$ cat src/rtl/weight_pattern_gen_pkg.sv
// rtl/weight_pattern_gen_pkg.sv - shared types and helpers for the weight pattern generator
// Purpose: FSM state type plus popcount/binomial helpers used by assertions and the bench.
// Ports: none (package).
package wpg_pkg;

  typedef enum logic {
    IDLE = 1'b0,
    EMIT = 1'b1
  } state_t;

  localparam int MAX_N = 16;

  function automatic int popcount(input logic [MAX_N-1:0] v);
    int c;
    c = 0;
    for (int i = 0; i < MAX_N; i++) begin
      if (v[i]) c++;
    end
    return c;
  endfunction

  // Number of K-subsets of N; incremental form keeps every quotient exact.
  function automatic int binom(input int n, input int k);
    int c;
    c = 1;
    if (k < 0 || k > n) return 0;
    for (int i = 0; i < k; i++) begin
      c = c * (n - i) / (i + 1);
    end
    return c;
  endfunction

endpackage

$ cat src/rtl/weight_pattern_gen_if.sv
// rtl/weight_pattern_gen_if.sv - request/pattern handshake bundle
// Purpose: groups the count request channel, the pattern output channel and err.
// Ports (signals): in_valid/in_ready/in_count request side; out_valid/out_ready/
//   out_pattern/out_last/out_index pattern side; err rejected-request pulse.
// Modports: master drives requests and consumes patterns; slave is the generator.
interface weight_pattern_gen_if #(
  parameter int N = 3
);
  localparam int CW = $clog2(N + 1);
  localparam int IW = N;

  logic          in_valid;
  logic          in_ready;
  logic [CW-1:0] in_count;
  logic          out_valid;
  logic          out_ready;
  logic [N-1:0]  out_pattern;
  logic          out_last;
  logic [IW-1:0] out_index;
  logic          err;

  modport master (
    output in_valid, in_count, out_ready,
    input  in_ready, out_valid, out_pattern, out_last, out_index, err
  );

  modport slave (
    input  in_valid, in_count, out_ready,
    output in_ready, out_valid, out_pattern, out_last, out_index, err
  );

endinterface

$ cat src/rtl/weight_pattern_gen_next.sv
// rtl/weight_pattern_gen_next.sv - next larger value with the same popcount
// Purpose: combinational Gosper step without division.
// Ports: pattern_i current N-bit vector; next_o next same-weight vector;
//   last_o high when pattern_i is the largest vector of its weight (or zero).
module next_weight_pattern #(
  parameter int N = 3
) (
  input  logic [N-1:0] pattern_i,
  output logic [N-1:0] next_o,
  output logic         last_o
);

  // One extra bit so the carry out of the top bit is visible.
  logic [N:0] x_ext;
  logic [N:0] low_bit;
  logic [N:0] sum;
  logic [N:0] diff;
  logic [N:0] next_ext;
  logic [5:0] tz;

  assign x_ext   = {1'b0, pattern_i};
  assign low_bit = x_ext & (~x_ext + (N+1)'(1));
  assign sum     = x_ext + low_bit;
  assign diff    = sum ^ x_ext;

  // Trailing-zero count: the lowest set bit wins.
  always_comb begin
    tz = 6'd0;
    for (int i = N - 1; i >= 0; i--) begin
      if (pattern_i[i]) tz = 6'(i);
    end
  end

  // The shift replaces the divide by low_bit; shifted-in ones refill the bottom.
  assign next_ext = sum | (diff >> (tz + 6'd2));
  assign next_o   = next_ext[N-1:0];

  // The carry reaches bit N only when the ones block already touches the top.
  // The shifted term never reaches bit N, so next_ext[N] equals that carry.
  assign last_o = next_ext[N] | (pattern_i == '0);

endmodule

$ cat src/rtl/weight_pattern_gen.sv
// rtl/weight_pattern_gen.sv - enumerates all N-bit vectors of popcount K in ascending order
// Purpose: accepts a count K, then emits C(N,K) patterns one per handshake, tagging the last.
// Ports: clk rising-edge clock; rst async active-high reset;
//   bus (slave) request channel, pattern channel and err pulse.
module weight_pattern_gen
  import wpg_pkg::*;
#(
  parameter int N = 3
) (
  input  logic                 clk,
  input  logic                 rst,
  weight_pattern_gen_if.slave  bus
);

  localparam int IW = N;

  state_t        state_q, state_d;
  logic [N-1:0]  pattern_q, pattern_d;
  logic [IW-1:0] index_q, index_d;
  logic          err_q, err_d;

  logic [N-1:0]  nxt_pattern;
  logic          cur_last;
  logic          k_ok;
  logic [N:0]    start_ext;

  next_weight_pattern #(.N(N)) u_next (
    .pattern_i (pattern_q),
    .next_o    (nxt_pattern),
    .last_o    (cur_last)
  );

  assign k_ok      = (int'(bus.in_count) <= N);
  // Low K bits set; computed one bit wider so K == N does not overflow.
  assign start_ext = ((N+1)'(1) << bus.in_count) - (N+1)'(1);

  always_ff @(posedge clk or posedge rst) begin
    if (rst) begin
      state_q   <= IDLE;
      pattern_q <= '0;
      index_q   <= '0;
      err_q     <= 1'b0;
    end else begin
      state_q   <= state_d;
      pattern_q <= pattern_d;
      index_q   <= index_d;
      err_q     <= err_d;
    end
  end

  always_comb begin
    state_d   = state_q;
    pattern_d = pattern_q;
    index_d   = index_q;
    err_d     = 1'b0;
    case (state_q)
      IDLE: begin
        if (bus.in_valid) begin
          if (k_ok) begin
            state_d   = EMIT;
            pattern_d = start_ext[N-1:0];
            index_d   = '0;
          end else begin
            err_d = 1'b1;
          end
        end
      end
      EMIT: begin
        if (bus.out_ready) begin
          if (cur_last) begin
            state_d   = IDLE;
            pattern_d = '0;
            index_d   = '0;
          end else begin
            pattern_d = nxt_pattern;
            index_d   = index_q + IW'(1);
          end
        end
      end
      default: state_d = IDLE;
    endcase
  end

  assign bus.in_ready    = (state_q == IDLE);
  assign bus.out_valid   = (state_q == EMIT);
  assign bus.out_pattern = pattern_q;
  assign bus.out_last    = (state_q == EMIT) && cur_last;
  assign bus.out_index   = index_q;
  assign bus.err         = err_q;

  a_err_excl: assert property (@(posedge clk) disable iff (rst) !(bus.err && bus.out_valid));

endmodule

$ cat src/flat_wrapper.sv
// flat-port wrapper written by rule: the top's interface ports become plain ports
module weight_pattern_gen_flat import wpg_pkg::*;
#(
  parameter int N = 3
)
  (clk, rst, bus_in_valid, bus_in_count, bus_out_ready, bus_in_ready, bus_out_valid, bus_out_pattern, bus_out_last, bus_out_index, bus_err);
  weight_pattern_gen_if #(.N(N)) bus_i ();
  input  logic clk;
  input  logic rst;
  input wire logic [$bits(bus_i.in_valid)-1:0] bus_in_valid;
  input wire logic [$bits(bus_i.in_count)-1:0] bus_in_count;
  input wire logic [$bits(bus_i.out_ready)-1:0] bus_out_ready;
  output wire logic [$bits(bus_i.in_ready)-1:0] bus_in_ready;
  output wire logic [$bits(bus_i.out_valid)-1:0] bus_out_valid;
  output wire logic [$bits(bus_i.out_pattern)-1:0] bus_out_pattern;
  output wire logic [$bits(bus_i.out_last)-1:0] bus_out_last;
  output wire logic [$bits(bus_i.out_index)-1:0] bus_out_index;
  output wire logic [$bits(bus_i.err)-1:0] bus_err;
  assign bus_i.in_valid = bus_in_valid;
  assign bus_i.in_count = bus_in_count;
  assign bus_i.out_ready = bus_out_ready;
  assign bus_in_ready = bus_i.in_ready;
  assign bus_out_valid = bus_i.out_valid;
  assign bus_out_pattern = bus_i.out_pattern;
  assign bus_out_last = bus_i.out_last;
  assign bus_out_index = bus_i.out_index;
  assign bus_err = bus_i.err;
  weight_pattern_gen #(.N(N)) u_core (.clk(clk), .rst(rst), .bus(bus_i));
endmodule
$ cat config.mk
export PLATFORM = sky130hd
export DESIGN_NAME = weight_pattern_gen_flat
export DESIGN_NICKNAME = d
export VERILOG_FILES = /design/src/rtl/weight_pattern_gen_pkg.sv /design/src/rtl/weight_pattern_gen_if.sv /design/src/rtl/weight_pattern_gen_next.sv /design/src/rtl/weight_pattern_gen.sv /design/src/flat_wrapper.sv
export SDC_FILE = /design/constraint.sdc
export NUM_CORES = 1
export LEC_CHECK = 0
export ABC_CLOCK_PERIOD_IN_PS = 1750
export CORE_AREA = 2 2 39 41
export CTS_BUF_LIST = sky130_fd_sc_hd__clkbuf_8
export CTS_CLUSTER_DIAMETER = 50
export CTS_CLUSTER_SIZE = 10
export DETAILED_ROUTE_END_ITERATION = 6
export DIE_AREA = 0 0 41 43
export GPL_TIMING_DRIVEN = 1
export PLACE_DENSITY = 0.68
export RECOVER_POWER = 25
export SYNTH_ARGS = -nofsm -noshare
export SYNTH_HDL_FRONTEND = slang
export SYNTH_SLANG_ARGS = --single-unit
$ cat constraint.sdc
create_clock -name clk -period 1.75 [get_ports clk]
set_clock_uncertainty 0.1 [all_clocks]
set_input_delay 0.35 -clock clk [delete_from_list [all_inputs] [get_ports clk]]
set_output_delay 0.35 -clock clk [all_outputs]
set_load 0.03 [all_outputs]
==> results of run 1 <==
-- what timing repair did --
item,CTS,global route
setup endpoints to repair,6,2
pin swaps,0,0
buffers inserted,0,0
cloned,0,0
hold buffers,0,0
gates resized for setup,6,3
hold endpoints to repair,0,0
-- cell usage after synthesis --
| master | number | area, µm² |
|---|---|---|
| o21ai_2 | 1 | 8.76 |
| nand2_1 | 6 | 22.5 |
| and2_1 | 1 | 6.26 |
| mux2i_4 | 1 | 22.5 |
| and3b_2 | 2 | 20.0 |
| o211ai_2 | 1 | 12.5 |
| dfrtp_1 | 7 | 175 |
| and2b_4 | 1 | 10.0 |
| o2111ai_1 | 1 | 8.76 |
| and4b_1 | 1 | 10.0 |
| ha_1 | 1 | 12.5 |
| conb_1 | 1 | 3.75 |
| o211ai_1 | 2 | 15.0 |
| a31oi_1 | 1 | 6.26 |
| buf_4 | 1 | 7.51 |
| nand2b_1 | 1 | 6.26 |
| a21oi_1 | 1 | 5.00 |
| buf_6 | 1 | 11.3 |
| inv_1 | 3 | 11.3 |
| o21ai_0 | 1 | 5.00 |
| o21ai_1 | 5 | 25.0 |
| nor2_1 | 2 | 7.51 |
-- per-layer routing --
| metal | global-route usage | vias to the layer above |
|---|---|---|
| met5 | 0 | - |
| met3 | 0.0471 | 3 |
| met1 | 0.155 | 151 |
| met4 | 0.100 | 0 |
| li1 | - | 183 |
| met2 | 0.150 | 9 |
-- worst paths after layout --
kind                                                      from                               endpoint  slack (ns)  cells past startpoint
setup / recovery           u_core.bus.out_index[1]$_DFFE_PP0P_                       bus_out_index[1]        0.04                      1
hold / removal                                             rst         u_core.bus.out_valid$_DFF_PP0_        0.39                      2
setup reg to reg           u_core.bus.out_index[0]$_DFFE_PP0P_    u_core.bus.out_index[2]$_DFFE_PP0P_        0.52                      4
hold reg to reg            u_core.bus.out_index[1]$_DFFE_PP0P_    u_core.bus.out_index[1]$_DFFE_PP0P_        0.42                      2
max in group asynchronous                                  rst  u_core.bus.out_pattern[1]$_DFFE_PP0P_        0.93                      2
min in group clk           u_core.bus.out_index[1]$_DFFE_PP0P_    u_core.bus.out_index[1]$_DFFE_PP0P_        0.42                      2
-- cells by family (layout without fill, tap and decap cells) --
family | count (synthesis) | after routing | synth area share
flip-flops | 7 | 7 | 0.424
buffers and inverters | 5 | 23 | 0.0727
other | 1 | 1 | 0.00908
multiplexers | 1 | 1 | 0.0545
adder cells (fa/ha/maj) | 1 | 1 | 0.0303
AO/OA/AOI/OAI | 13 | 13 | 0.209
AND/OR/NAND/NOR | 14 | 14 | 0.200
-- metrics by stage --
| step | hold WS [ns] | cell area [µm²] | worst slack, ns |
|---|---|---|---|
| finish | 0.390 | 611 | 0.0408 |
| global route | 0.425 | 611 | 0.00516 |
| CTS | 0.267 | 604 | 0.000139 |
| detailed placement | 0.421 | 567 | 0.177 |
| global placement | 0.408 | 567 | 0.179 |
| floorplan | 0.0534 | 413 | 0.178 |
-- power by group through the flow --
stage	logic [µW]	clock network, µW	registers (µW)
finish	573	226	287
global route	626	242	299
CTS	582	229	285
detailed placement	614	0	288
global placement	608	0	285
floorplan	285	0	388
-- state kept, by name, indices dropped and copies added (netlist names) --
register and flops:
u_core.bus.out_pattern 3, u_core.bus.out_valid 1, u_core.bus.out_index 3
-- area by class of cell --
| class | count | area [µm²] |
|---|---|---|
| flip-flops and latches | 7 | 176 |
| repair buffers | 16 | 148 |
| clock inverters | 1 | 3.75 |
| well taps | 16 | 20.0 |
| clock buffers | 3 | 41.3 |
| inverters | 3 | 11.3 |
| fillers | 144 | 773 |
| multi-input cells | 30 | 210 |
==> metrics.txt, run 1 <==
CP max stage delay=0.67 ns; layout cells sized above 1=0.233; met2 wire length=397 µm; Distinct cells, synth=22; Area Growth Syn to Fin=47.9%; I/O pins=16; Power Density=1780 mW/mm²; antenna cells=0; RSZ-0062 raised after global routing=false; most frequent cells in the layout=6 x dlygate4sd2_1, 6 x dfrtp_1, 5 x nand2_1, 5 x o21ai_1, 5 x clkdlybuf4s50_1; period utilisation layout=0.977; port bufs=14; number of max-cap violations=0; Synth Warn #=0; Final Hold Viols=0; gpl congestion=0.756; Core Area=0.00138 mm²; Seq pwr share=0.264; total wire length=854 µm; vias in the first global route=317; Syn Inst Count=42; CTS max path bufs=2; die area=0.00176 mm²; Initial Utilization=0.298; Seq/Total Area, Yosys=0.424; endpoints failing setup=0; Clock Latency Late Sink=0.23 ns; Num Clock Sinks=7; post-route DRC violation count=0; drt pass-1 iters=2; DP Cell Count=72; worst hold path class=input pin to async pin; pin count of the biggest net entering global routing=9; CP max FO=3; CTS tree=yes; nets=68; sw frac=0.439; via count=346; syn avg cell area=9.83 µm²; non-filler cells, final=76; Rows=14; number of synthesized register bits=7; initial drt markers=2; P_int=609 µW; total gr overflow=0; CP Cell Sequence=clkdlybuf4s50_1; Critical Path AT=1.26 ns; Routed Antenna Nets=0; routed len/inst=11.2 µm; WP buf/inv=1; Final Max Slew Viols=0; CTS Buf Count=3; Gate power share=0.528; Die X-Extent=41 µm; Psw=477 µW; fmax=585 MHz; Die Y=43 µm; post-synthesis net count=49; first-pass GRT wire length=1.35 mm; critical path's top delay family=buffers and inverters; Clk pin slew, worst setup/hold paths=0.04 ns; initial antenna violation count=0; gr usage total=0.120; Max Used Layer=met4; Setup TNS=0 ns; Crit-path slowest cell=clkdlybuf4s50_1; WL met3=56 µm; Worst VDD drop=0.563 mV; final core occ=0.441; Netlist Area Pre-Place=413 µm²; CTS H-Tree Depth=1; Pwr Total=1090 µW; nature of the critical path endpoint=primary output; leakage=0.000300 µW; critical path launch point type=flop; post-DR vias/cell=4.55; clk root buf=clkbuf_8; clock network power share=0.208; outcome=finished clean; metal1 wirelength=374 µm; Worst EP required=1.30 ns; min cycle time layout=1.71 ns; Worst Setup Path Type=flop to primary output
Note: power is estimated with default switching activity, not from simulation.
==> run 2, diff against run 1 <==
--- a/config.mk
+++ b/config.mk
@@ -15,6 +15,7 @@
 export GPL_TIMING_DRIVEN = 1
 export PLACE_DENSITY = 0.68
 export RECOVER_POWER = 25
+export SKIP_LAST_GASP = 1
 export SYNTH_ARGS = -nofsm -noshare
 export SYNTH_HDL_FRONTEND = slang
 export SYNTH_SLANG_ARGS = --single-unit
==> results of run 2 <==
No change in the layout: final DEF, timing and power equal those of run 1.
